`config.mk`:
```
export PLATFORM = sky130hd
export DESIGN_NAME = grant_dispatch
export DESIGN_NICKNAME = d
export VERILOG_FILES = /design/src/rtl/grant_dispatch.sv
export SDC_FILE = /design/constraint.sdc
export NUM_CORES = 1
export LEC_CHECK = 0
export BUFFER_PORTS_ARGS = -buffer_cell sky130_fd_sc_hd__buf_2
export CAP_MARGIN = 20
export CORE_AREA = 4 4 432 434
export CTS_BUF_LIST = sky130_fd_sc_hd__clkbuf_4
export CTS_CLUSTER_SIZE = 16
export DETAILED_ROUTE_END_ITERATION = 7
export DIE_AREA = 0 0 436 438
export PLACE_DENSITY = 0.37
export REMOVE_ABC_BUFFERS = 1
export SLEW_MARGIN = 20
export SYNTH_ARGS = -nofsm -noshare
export SYNTH_HDL_FRONTEND = slang
export SYNTH_SLANG_ARGS = --single-unit
```
`constraint.sdc`:
```
create_clock -name clock -period 4.05 [get_ports clock]
set_clock_uncertainty 0.1 [all_clocks]
set_input_delay 0.81 -clock clock [delete_from_list [all_inputs] [get_ports clock]]
set_output_delay 0.81 -clock clock [all_outputs]
set_load 0.005 [all_outputs]
```
`src/rtl/grant_dispatch.sv`:
```
// Dispatch stage behind the round-robin arbiter. It encodes the one-hot grant,
// captures the granted client's payload and buffers it in a 2-entry FIFO.
module grant_dispatch #(
  parameter int CLIENTS   = 32,
  parameter int CLIENTS_W = $clog2(CLIENTS),
  parameter int DATA_W    = 32
) (
  input  logic                      clock,
  input  logic                      reset,
  input  logic [CLIENTS-1:0]        grant,
  input  logic [CLIENTS*DATA_W-1:0] client_data,
  output logic                      stall,
  output logic                      out_valid,
  input  logic                      out_ready,
  output logic [DATA_W-1:0]         out_data,
  output logic [CLIENTS_W-1:0]      out_client_id,
  output logic                      multi_grant_err
);

  localparam logic [1:0] EMPTY = 2'd0;
  localparam logic [1:0] ONE   = 2'd1;
  localparam logic [1:0] FULL  = 2'd2;

  logic [1:0]           count;
  logic [CLIENTS_W-1:0] id_q   [2];
  logic [DATA_W-1:0]    data_q [2];
  logic                 rd_ptr;
  logic                 wr_ptr;

  logic                 enc_found;
  logic [CLIENTS_W-1:0] enc_idx;
  logic [DATA_W-1:0]    enc_data;
  logic                 multi_hot;
  logic                 push;
  logic                 pop;

  // Lowest set grant bit wins; the payload is muxed alongside the index.
  always_comb begin
    enc_found = 1'b0;
    enc_idx   = '0;
    enc_data  = '0;
    for (int unsigned i = 0; i < CLIENTS; i++) begin
      if (grant[i] && !enc_found) begin
        enc_found = 1'b1;
        enc_idx   = CLIENTS_W'(i);
        enc_data  = client_data[i*DATA_W +: DATA_W];
      end
    end
  end

  assign multi_hot = |(grant & (grant - CLIENTS'(1)));

  assign stall     = (count == FULL);
  assign out_valid = (count != EMPTY);
  assign push      = enc_found & ~stall;
  assign pop       = out_valid & out_ready;

  // Popped slots keep stale contents, so the head is masked when empty.
  assign out_data      = out_valid ? data_q[rd_ptr] : '0;
  assign out_client_id = out_valid ? id_q[rd_ptr]   : '0;

  always_ff @(posedge clock) begin
    if (reset) begin
      count           <= EMPTY;
      rd_ptr          <= 1'b0;
      wr_ptr          <= 1'b0;
      multi_grant_err <= 1'b0;
      for (int unsigned i = 0; i < 2; i++) begin
        id_q[i]   <= '0;
        data_q[i] <= '0;
      end
    end else begin
      if (push) begin
        id_q[wr_ptr]   <= enc_idx;
        data_q[wr_ptr] <= enc_data;
        wr_ptr         <= ~wr_ptr;
        if (multi_hot) multi_grant_err <= 1'b1;
      end
      if (pop) rd_ptr <= ~rd_ptr;

      case (count)
        EMPTY:   if (push) count <= ONE;
        ONE: begin
          if (push && !pop)      count <= FULL;
          else if (!push && pop) count <= EMPTY;
        end
        FULL:    if (pop) count <= ONE;
        default: count <= EMPTY;
      endcase
    end
  end

endmodule

```
# Yosys cells after proc, flatten, opt, wreduce, memory -nomap -nowiden
# Memory sizes are Yosys's and may differ from the RTL's. A register that Yosys moved wholly into a read port is not among the register bits.
# Cells that the tools add are included.
# totals
register_bits,5
ramBits,74
in_bits,1059
output_inout_bits,40
word_cells,208
memories,2
# classes
n_addsub,1
n_eq_ne,5
muxes,117
bitwise,6
n_reduce_logical,73
# memory_table
memory,depth,word_bits,read_ports,rd_ports_with_merged_regs,wr,line_no,text
data_q,2,32,1,1,2,26,logic [DATA_W-1:0] data_q [2];
id_q,2,5,1,1,2,25,logic [CLIENTS_W-1:0] id_q [2];
# ops
operator,count
2-to-1 mux 32 bit,34
2-to-1 mux 5 bit,32
OR reduction 32 bit,2
2-to-1 mux 1 bit,46
logical AND 1 bit,33
zero test 1 bit,33
AND 32 bit,1
"subtractor 32 x 1 -> 32 bit, second input constant",1
2-to-1 mux 2 bit,4
case mux 2 bit (3 select lines),1
OR reduction 5 bit,1
"!= test 3 bit, second input constant",1
NOT 1 bit,3
AND reduction 3 bit,1
AND 1 bit,2
"== test 2 x 1 -> 1 bit, second input constant",1
"== test 2 bit, second input constant",1
zero test 2 bit,1
"!= test 2 x 1 -> 1 bit, second input constant",1
"!= test 2 bit, second input constant",1
AND reduction 2 bit,1
nonzero test 2 bit,1

# Depth between registers and ports, before layout
# Gate-level depths: netlist (run 1).
# logic_depth
word_depth,100
ltp_mapped,13

# Worst setup path after synthesis (run 1)
# Ideal clock, no wire load.
# synth_path
path_kind,input-to-reg
start,input port grant[10]
end,"memory data_q[0][0], enable pin"
setup_ps,439
arrival_time_ps,3707
required_ps,3511
slack_ps,-196
stages,8
path_buffers,2
path_cell_list,clkbuf_1 nor2_1 nand4_1 buf_1 nor3_1 nand2_1 nand2b_1 o21bai_1
# synth_lines
item,line_no,text
start: declaration,10,"input logic [CLIENTS-1:0] grant,"
end: declaration,26,

==> reports/qor.yml, run 1 <==
outcome: "complete, no violations"
initial_core_util: 0.0833
cts_sinks: 80
min_period_over_period: 0.985
maxCapViolCount: 0
cellLeakagePower_uw: 0.0121
critical_path_arrival_ns: 4.27
total_power_uw: 4730
final_nets: 4822
grt.total_usage: 0.237
cts-htree-levels: 3
switchingPower_uw: 2230
cp.required_ns: 4.33
cts-root-buf: "clkbuf_4"
fin_crit_ns: 3.99
final_common_cell: "buf_2"
regToRegSetupSlack_ns: 2.00
crit_fanout: 17
wire_per_inst_um: 38.4
drtPass1Iterations: 8
io_pins: 1099
hold_viol: 0
clk_latency_ns: 0.52
fp.coreArea_mm2: 0.183
gp_congestion: 0.962
fin_cells: 6231
ys_ff_latch: 80
crit_path_start_kind: "primary input"
met3_usage: 0.0520
seqPwrFrac: 0.242
netlist_area_mm2: 0.0152
die_w_um: 436
ys_types: 94
pwr_density_cell_mw_per_mm2: 167
synthToLayoutAreaGrowth_pct: 85.5
num_vias: 27757
drt_iter0_drc: 2867
layout-drive-gt1-share: 0.467
holdWs_ns: 0.442
grt_first_pass_wirelength_um: 296000
clockBufferDepth: 2
cts_buffers: 9
ctsResizeCount: 0
viasPerCell: 4.45
antenna_found_initial: 184
max_freq_mhz: 251
grt_max_degree: 42
clk_pin_slew_ns: 0.17
die_h_um: 438
clockPowerShare: 0.132
postLayoutSetupSlackWorst_ns: 0.0617
maxSlewHeadroom: 0.310
row_count: 157
pre_cts_ws_ns: -0.555
intPower_uw: 2490
grt_overflow: 0
busiest_layer: "met2"
pwr-share-comb: 0.626
dieArea_mm2: 0.191
hp-class: "reg -> reg"
crit_start: "grant[2]"
portBuffers: 1098
async_flop_share: 0
netlist_instances: 2318
ys_seq_area_frac: 0.154
synth-main-ff-cell: "edfxtp_1"
hpwl_um: 217000
use_met1: 0.262
place_inst: 6136
ant_nets: 0
hp-start: "rd_ptr$_SDFFE_PP0P_"
drt-total-wl_um: 239000
ys_warn_count: 0
route.detailed.drc: 0
syn_area_per_cell_um2: 6.57
vdd_ir_drop_max_mv: 0.154
cp-end-kind: "flip-flop"
cts_setup_buffers: 0
cts_tree: "yes"
sw_frac_of_total: 0.472
layout_common_cells: "buf_2 (1098), buf_4 (521), nand2_1 (269)"
criticalPathCategory: "in -> reg"
finalSetupViolCount: 0
slew_violations: 0
tightest_slew_ns: 1.03
rsz0062_at_grt: "false"
grt_pass1_vias: 27728
use_met2: 0.430
cts_hold_repair.buffers: 0
synth_edf_count: 74
r2r_start: "count[1]$_SDFFE_PP0P_"
## per-stage QoR
stage	instance area, µm²	TNS, ns	util
2_1_floorplan	14300	-312.19	-
3_3_place_gp	27900	-14.28	0.152
3_5_place_dp	27900	-14.21	0.152
4_1_cts	28000	0	0.153
5_1_grt	28200	0	0.154
6_report	28200	0	0.155
## layout make-up
type,count,area (µm²)
clock buffer,9,67.6
inverter,37,139
antenna,79,198
multi-input combinational,1962,11900
tap,2385,2980
sequential,80,2340
clock inverter,7,108
fill,21535,154000
timing repair buffer,1672,10500
## cells by family after synthesis
| group | Yosys count | synth area share |
|---|---|---|
| AO/OA/AOI/OAI | 1036 | 0.463 |
| multiplexers | 48 | 0.0316 |
| XOR/XNOR | 2 | 0.00115 |
| adder cells (fa/ha/maj) | 4 | 0.00279 |
| buffers and inverters | 276 | 0.0721 |
| flip-flops | 80 | 0.154 |
| AND/OR/NAND/NOR | 872 | 0.276 |
## critical path, cell delays in order
cell and delay [ns]:
buf_2 0.13, or4_4 0.61, nor4_4 0.43, buf_4 0.39, buf_4 0.31, nand2_1 0.08, o2111a_1 0.18, a221oi_1 0.76
buf_4 0.23, o21ai_0 0.14, a21oi_1 0.15
## final timing paths
kind                                                     to  cells after the start
worst max register to register        count[1]$_SDFFE_PP0P_                      7
worst min register to register          rd_ptr$_SDFFE_PP0P_                      2
worst min-delay path                    rd_ptr$_SDFFE_PP0P_                      2
worst max-delay path            data_q[1][22]$_SDFFCE_PN0P_                     11
## power by group through the flow
stage	combinational, µW	sequential, µW	clock, µW
2_1_floorplan	806	1160	0
3_3_place_gp	2970	1160	0
3_5_place_dp	2960	1160	0
4_1_cts	2970	1140	645
5_1_grt	3100	1160	668
6_report	2960	1140	624
## sequential cells by signal (all words and copies together) (netlist names), named ones only
| signal | flops |
|---|---|
| count | 2 |
| wr_ptr | 1 |
| rd_ptr | 1 |
| multi_grant_err | 1 |
| id_q | 10 |
| data_q | 64 |
## Yosys cell counts, drive strengths merged, types with 36 or more instances
cell type,count,share of area
a22oi,57,0.028
a211oi,58,0.029
nand3,46,0.015
buf,56,0.018
a21oi,263,0.086
clkbuf,183,0.045
o211ai,37,0.018
edfxtp,74,0.15
nor3,62,0.020
nor2b,45,0.018
nand2b,41,0.017
a221oi,44,0.025
inv,36,0.0089
mux2i,48,0.032
nand2,271,0.067
nor2,254,0.063
o22ai,61,0.025
o21ai,189,0.062
o221ai,53,0.030
## metal layers
layer | routed length [µm] | share of wire | up-vias
met3 | 15900 | 0.066 | 362
met5 | 430 | 0.0018 | -
li1 | - | - | 11999
met1 | 89100 | 0.37 | 13807
met2 | 122000 | 0.51 | 1527
met4 | 11800 | 0.049 | 62
(Power assumes the default switching activity.)
==> run 2: changes to the inputs <==
==> constraint.sdc (replaced) <==
create_clock -name clock -period 4.05 [get_ports clock]
set_clock_uncertainty 0.1 [all_clocks]
set_input_delay 0.2025 -clock clock [delete_from_list [all_inputs] [get_ports clock]]
set_output_delay 0.2025 -clock clock [all_outputs]
set_load 0.005 [all_outputs]
==> run 2 against run 1 <==
Against the previous run: combinational power fell by 5%; register-to-register slack got worse by 0.46 ns; maximum frequency rose by 7.2%; highest routed layer unchanged; first-iteration DRC count fell by 16%; utilization fell by 1.3 points; clock power rose by 11%; cell count fell by 4.1%; global-route usage rose by 0.14 points; critical endpoint is now data_q[1][4]$_SDFFCE_PN0P_; critical path type unchanged; die area did not move; via count fell by 2.5%; sequential share of layout area rose by 0.73 points; flip-flop and latch count did not move.
==> reports/qor.yml, run 2 (synthesis results as in run 1) <==
grt_max_degree: 49  # +17%
portBuffers: 1098  # unchanged
maxSlewHeadroom: 0.194  # -0.116
cts-htree-levels: 3  # unchanged
hold_viol: 0  # unchanged
postLayoutCoreUtil: 0.142  # -0.0125
initial_core_util: 0.0833  # unchanged
total_power_uw: 4660  # -1.5%
maxCapViolCount: 0  # unchanged
crit_fanout: 32  # +15
criticalPathCategory: "in -> reg"
ant_nets: 0  # unchanged
die_h_um: 438  # unchanged
ctsResizeCount: 0  # unchanged
seqCellArea_mm2: 0.00234  # unchanged
layout_common_cells: "buf_2 (1098), buf_4 (304), nand2_1 (269)"
fp.coreArea_mm2: 0.183  # unchanged
regToRegSetupSlack_ns: 1.54  # -0.46 ns
gp_congestion: 0.957  # -0.51%
drt-total-wl_um: 241000  # +0.77%
grt_pass1_vias: 26576  # -4.2%
crit_path_start_kind: "primary input"
outcome: "complete, no violations"
drt_iter0_drc: 2407  # -16%
final_common_cell: "buf_2"
num_vias: 27068  # -2.5%
cellLeakagePower_uw: 0.0107  # -11%
fin_cells: 5976  # -4.1%
grt_overflow: 0  # unchanged
largest_reg_flops: 64  # unchanged
cp.required_ns: 4.27  # -0.06 ns
min_period_over_period: 0.919  # -0.0661
pwr_density_cell_mw_per_mm2: 179  # +7.2%
reg_top3: "data_q: 64 flops, id_q: 10 flops, count: 2 flops"
cts_buffers: 9  # unchanged
place_inst: 5880  # -4.2%
cts-root-buf: "clkbuf_4"
layout-drive-gt1-share: 0.427  # -0.0401
row_count: 157  # unchanged
cts_tree: "yes"
clk_pin_slew_ns: 0.18  # about the same
die_w_um: 436  # unchanged
postLayoutSetupSlackWorst_ns: 0.330  # +0.268 ns
viasPerCell: 4.53  # +1.7%
fill_cells: 21644  # +0.51%
top_register: "data_q"
cp-end-kind: "flip-flop"
multi_input_area_mm2: 0.0119  # +0.15%
hp-class: "in -> reg"
hpwl_um: 215000  # -0.89%
grt.total_usage: 0.238  # +0.00142
pre_cts_ws_ns: -0.425  # +0.130 ns
dieArea_mm2: 0.191  # unchanged
clk_latency_ns: 0.54  # +0.02 ns
io_pins: 1099  # unchanged
drtPass1Iterations: 6  # -2
fin_crit_ns: 3.72  # -0.268 ns
tightest_slew_ns: 1.20  # +0.168 ns
antenna_found_initial: 190  # +3.3%
wire_per_inst_um: 40.4  # +5.1%
final_nets: 4581  # -5.0%
slew_violations: 0  # unchanged
route.detailed.drc: 0  # unchanged
max_freq_mhz: 269  # +7.2%
finalSetupViolCount: 0  # unchanged
grt_first_pass_wirelength_um: 298000  # +0.48%
vdd_ir_drop_max_mv: 0.133  # -14%
rsz0062_at_grt: "false"
synthToLayoutAreaGrowth_pct: 70.5
cts_sinks: 80  # unchanged
critical_path_arrival_ns: 3.94  # -0.33 ns
clockBufferDepth: 2  # unchanged
## run 2: routing by layer
layer | vias up | wire (µm) | GRT usage | share of wire
met3 | 411 | 16800 | 0.0546 | 0.070
met2 | 1505 | 125000 | 0.443 | 0.52
met5 | - | 545 | 0 | 0.0023
met1 | 13567 | 89900 | 0.267 | 0.37
met4 | 84 | 8940 | 0.0735 | 0.037
li1 | 11501 | - | - | -
## run 2: critical path: stages
cell and delay [ns]:
buf_2 0.26, buf_4 0.48, inv_1 0.32, buf_4 0.31, and3_1 0.23, a32oi_1 0.43, o211ai_1 0.16, o21ai_0 0.58
buf_4 0.27, o211ai_1 0.22, a21oi_1 0.34, nor3b_1 0.09
## run 2: power by group
group | switching (µW) | total, µW | internal (µW) | leakage [µW]
Sequential | 77.4 | 1150 | 1070 | 0.000854
Clock | 431 | 694 | 263 | 0.0000914
Combinational | 1800 | 2810 | 1020 | 0.00980
## run 2: path summary, 6_finish.rpt
kind | startpoint | cells past startpoint | to
worst max-delay path | grant[10] | 12 | data_q[1][4]$_SDFFCE_PN0P_
worst min-delay path | client_data[1004] | 5 | data_q[0][12]$_SDFFCE_PN0P_
worst max register to register | count[1]$_SDFFE_PP0P_ | 9 | count[0]$_SDFFE_PP0P_
worst min register to register | rd_ptr$_SDFFE_PP0P_ | 2 | rd_ptr$_SDFFE_PP0P_
## run 2: layout make-up
class                           count  share of cell area
Clock inverter                      7             0.00415
Sequential cell                    80              0.0903
Tap cell                         2385               0.115
Timing Repair Buffer             1431               0.316
Clock buffer                        9             0.00260
Multi-Input combinational cell   1962               0.460
Antenna cell                       65             0.00627
Inverter                           37             0.00535
## run 2: timing repair
| action | 4_1_cts | 5_1_grt |
|---|---|---|
| hold buffers | 15 | 0 |
| endpoints found under the hold margin | 20 | 0 |
| setup buffers | 0 | 0 |
## run 2: stage by stage
step / instance area, µm² / TNS [ns] / hold slack (ns)
6_report: 26000 / 0 / 0.0665
5_1_grt: 25900 / 0 / 0.0465
2_1_floorplan: 14300 / -220.30 / 0.175
3_5_place_dp: 25500 / -1.95 / 0.379
3_3_place_gp: 25400 / -2.37 / 0.377
4_1_cts: 25800 / 0 / 0.00344
==> run 3: changes to the inputs <==
CORE_AREA = 5 5 424 426   (was 4 4 432 434)
DIE_AREA = 0 0 429 431   (was 0 0 436 438)
clock period = 3.7 ns   (was 4.05 ns; I/O delays follow)
==> run 3 against run 2 <==
Against the previous run: first-iteration DRC count increased by 5.6%; clock-buffer cell count did not move; largest power group unchanged; combinational power grew 9.6%; sequential power grew 10%.
==> reports/qor.yml, run 3 (synthesis results as in run 1) <==
outcome: "complete, no violations"
cts_sinks: 80  # unchanged
grt_overflow: 0  # unchanged
cts_buffers: 9  # unchanged
pwr-share-comb: 0.591  # -0.013
layout-drive-gt1-share: 0.434  # +0.00696
rsz0062_at_grt: "false"
cp_top_family: "buffers and inverters"
grt_pass1_vias: 26848  # +1.0%
cts-root-buf: "clkbuf_4"
grt_max_degree: 57  # +16%
maxSlewHeadroom: 0.254  # +0.0595
dieArea_mm2: 0.185  # -3.2%
critPathMaxStageDelay_ns: 0.64  # +0.06 ns
crit_fanout: 28  # -13%
cp_slowest_cell: "or4_4"
finalSetupTns_ns: 0  # unchanged
slew_violations: 0  # unchanged
layout_common_cells: "buf_2 (1098), buf_4 (335), nand2_1 (269)"
clockBufferDepth: 2  # unchanged
cp-end-kind: "flip-flop"
maxCapViolCount: 0  # unchanged
fin_crit_ns: 3.66
final_nets: 4642  # +1.3%
clockPowerShare: 0.166  # +0.017
fill_cells: 20650  # -4.6%
reg_top3: "data_q: 64 flops, id_q: 10 flops, count: 2 flops"
min_period_over_period: 0.989
clk_pin_slew_ns: 0.16  # -0.02 ns
num_vias: 26773  # -1.1%
seqCellArea_mm2: 0.00235  # +0.11%
cellLeakagePower_uw: 0.0111  # +3.8%
tightest_slew_ns: 1.11  # -0.0833 ns
pwr_density_cell_mw_per_mm2: 196  # +9.1%
fp.coreArea_mm2: 0.175  # -4.0%
gp_congestion: 0.957  # about the same
hold_viol: 0  # unchanged
grt_first_pass_wirelength_um: 288000  # -3.4%
sw_frac_of_total: 0.469  # -0.0260
wire_per_inst_um: 38.5  # -4.6%
multi_input_area_mm2: 0.0119  # -0.12%
viasPerCell: 4.47  # -1.2%
cts_tree: "yes"
drtPass1Iterations: 6  # unchanged
row_count: 154  # -1.9%
vdd_ir_drop_max_mv: 0.207  # +56%
antenna_found_initial: 187  # -1.6%
intPower_uw: 2770  # +18%
cts-htree-levels: 3  # unchanged
hp-class: "in -> reg"
top_register: "data_q"
die_h_um: 431  # -1.6%
cp.required_ns: 3.95  # -0.32 ns
drt-total-wl_um: 231000  # -4.5%
portBuffers: 1098  # unchanged
crit_path_start_kind: "primary input"
clk_latency_ns: 0.58  # +0.04 ns
die_w_um: 429  # -1.6%
max_freq_mhz: 273
postLayoutCoreUtil: 0.152  # +0.00997
final_common_cell: "buf_2"
path_cells: "buf_2 > or4_4 > nor4_4 > buf_4 > buf_6 > o21ai_0 > buf_4 > o221ai_1 > a21oi_1 > o21ai_1 > o211a_1 > dlygate4sd3_1 > nor2_1"
critical_path_arrival_ns: 3.91  # -0.03 ns
io_pins: 1099  # unchanged
seqPwrFrac: 0.243  # -0.004
switchingPower_uw: 2450  # +6.2%
synthToLayoutAreaGrowth_pct: 75.1
hpwl_um: 205000  # -4.7%
initial_core_util: 0.0868  # +0.00349
path_buf_inv: 5  # unchanged
grt.total_usage: 0.236  # -0.00251
largest_reg_flops: 64  # unchanged
criticalPathCategory: "in -> reg"
route.detailed.drc: 0  # unchanged
finalSetupViolCount: 0  # unchanged
ant_nets: 0  # unchanged
drt_iter0_drc: 2541  # +5.6%
crit_top_cell: "buf_4"
run 3: timing repair:
action                     in CTS  in global routing
setup endpoints to repair       2                  2
hold endpoints to repair       32                  0
setup buffers                   0                  0
hold buffers                   23                  0
resized for setup               1                  2
run 3: worst paths after layout:
| kind | start | endpoint | slack (ns) | depth (start not counted) |
|---|---|---|---|---|
| hold reg to reg | rd_ptr$_SDFFE_PP0P_ | flip-flop | 0.43 | 2 |
| hold / removal | client_data[1008] | data_q[0][16]$_SDFFCE_PN0P_ | 0.09 | 5 |
| setup / recovery | grant[3] | data_q[1][13]$_SDFFCE_PN0P_ | 0.04 | 13 |
| setup reg to reg | count[1]$_SDFFE_PP0P_ | data_q[1][22]$_SDFFCE_PN0P_ | 1.59 | 7 |
run 3: per-layer routing:
metal | GRT usage | up-vias | part of all wire | routed length, µm
met5 | 0 | - | 0.0014 | 313
met4 | 0.0702 | 48 | 0.036 | 8280
met3 | 0.0465 | 357 | 0.061 | 14100
met2 | 0.436 | 1365 | 0.51 | 118000
met1 | 0.273 | 13383 | 0.39 | 89300
li1 | - | 11620 | - | -
run 3: area by class of cell:
type,instances,share of cell area
antenna,56,0.00526
clock buffer,9,0.00253
clock inverter,7,0.00559
inverter,37,0.00521
multi-input combinational,1962,0.448
sequential,80,0.0880
tap,2340,0.110
timing repair buffer,1492,0.336
run 3: power groups by stage:
| stage | clock (µW) | sequential [µW] | combinational, µW |
|---|---|---|---|
| final | 865 | 1270 | 3080 |
| after detailed placement | 0 | 1290 | 3070 |
| after global placement | 0 | 1290 | 3080 |
| after floorplan | 0 | 1270 | 883 |
| after global routing | 908 | 1290 | 3250 |
| after CTS | 893 | 1270 | 3100 |
run 3: worst register-to-register path, delay by kind of cell (launching register included):
family	cells	cell delay, ns
DFF	1	0.45
buffers and inverters	2	0.36
and+or+nand+nor	4	0.89
AOI/OAI and AO/OA	1	0.04
run 3: metrics by stage:
step	setup slack [ns]	instance area, µm²	std cells	hold slack [ns]	total power (µW)
final	0.0417	26700	5983	0.0913	5220
after floorplan	-3.22	14300	2079	0.157	2150
after detailed placement	-0.694	26100	5888	0.389	4370
after global routing	0.0314	26600	5961	0.0659	5440
after CTS	0.0347	26500	5927	0.00837	5270
after global placement	-0.754	26000	5887	0.356	4370
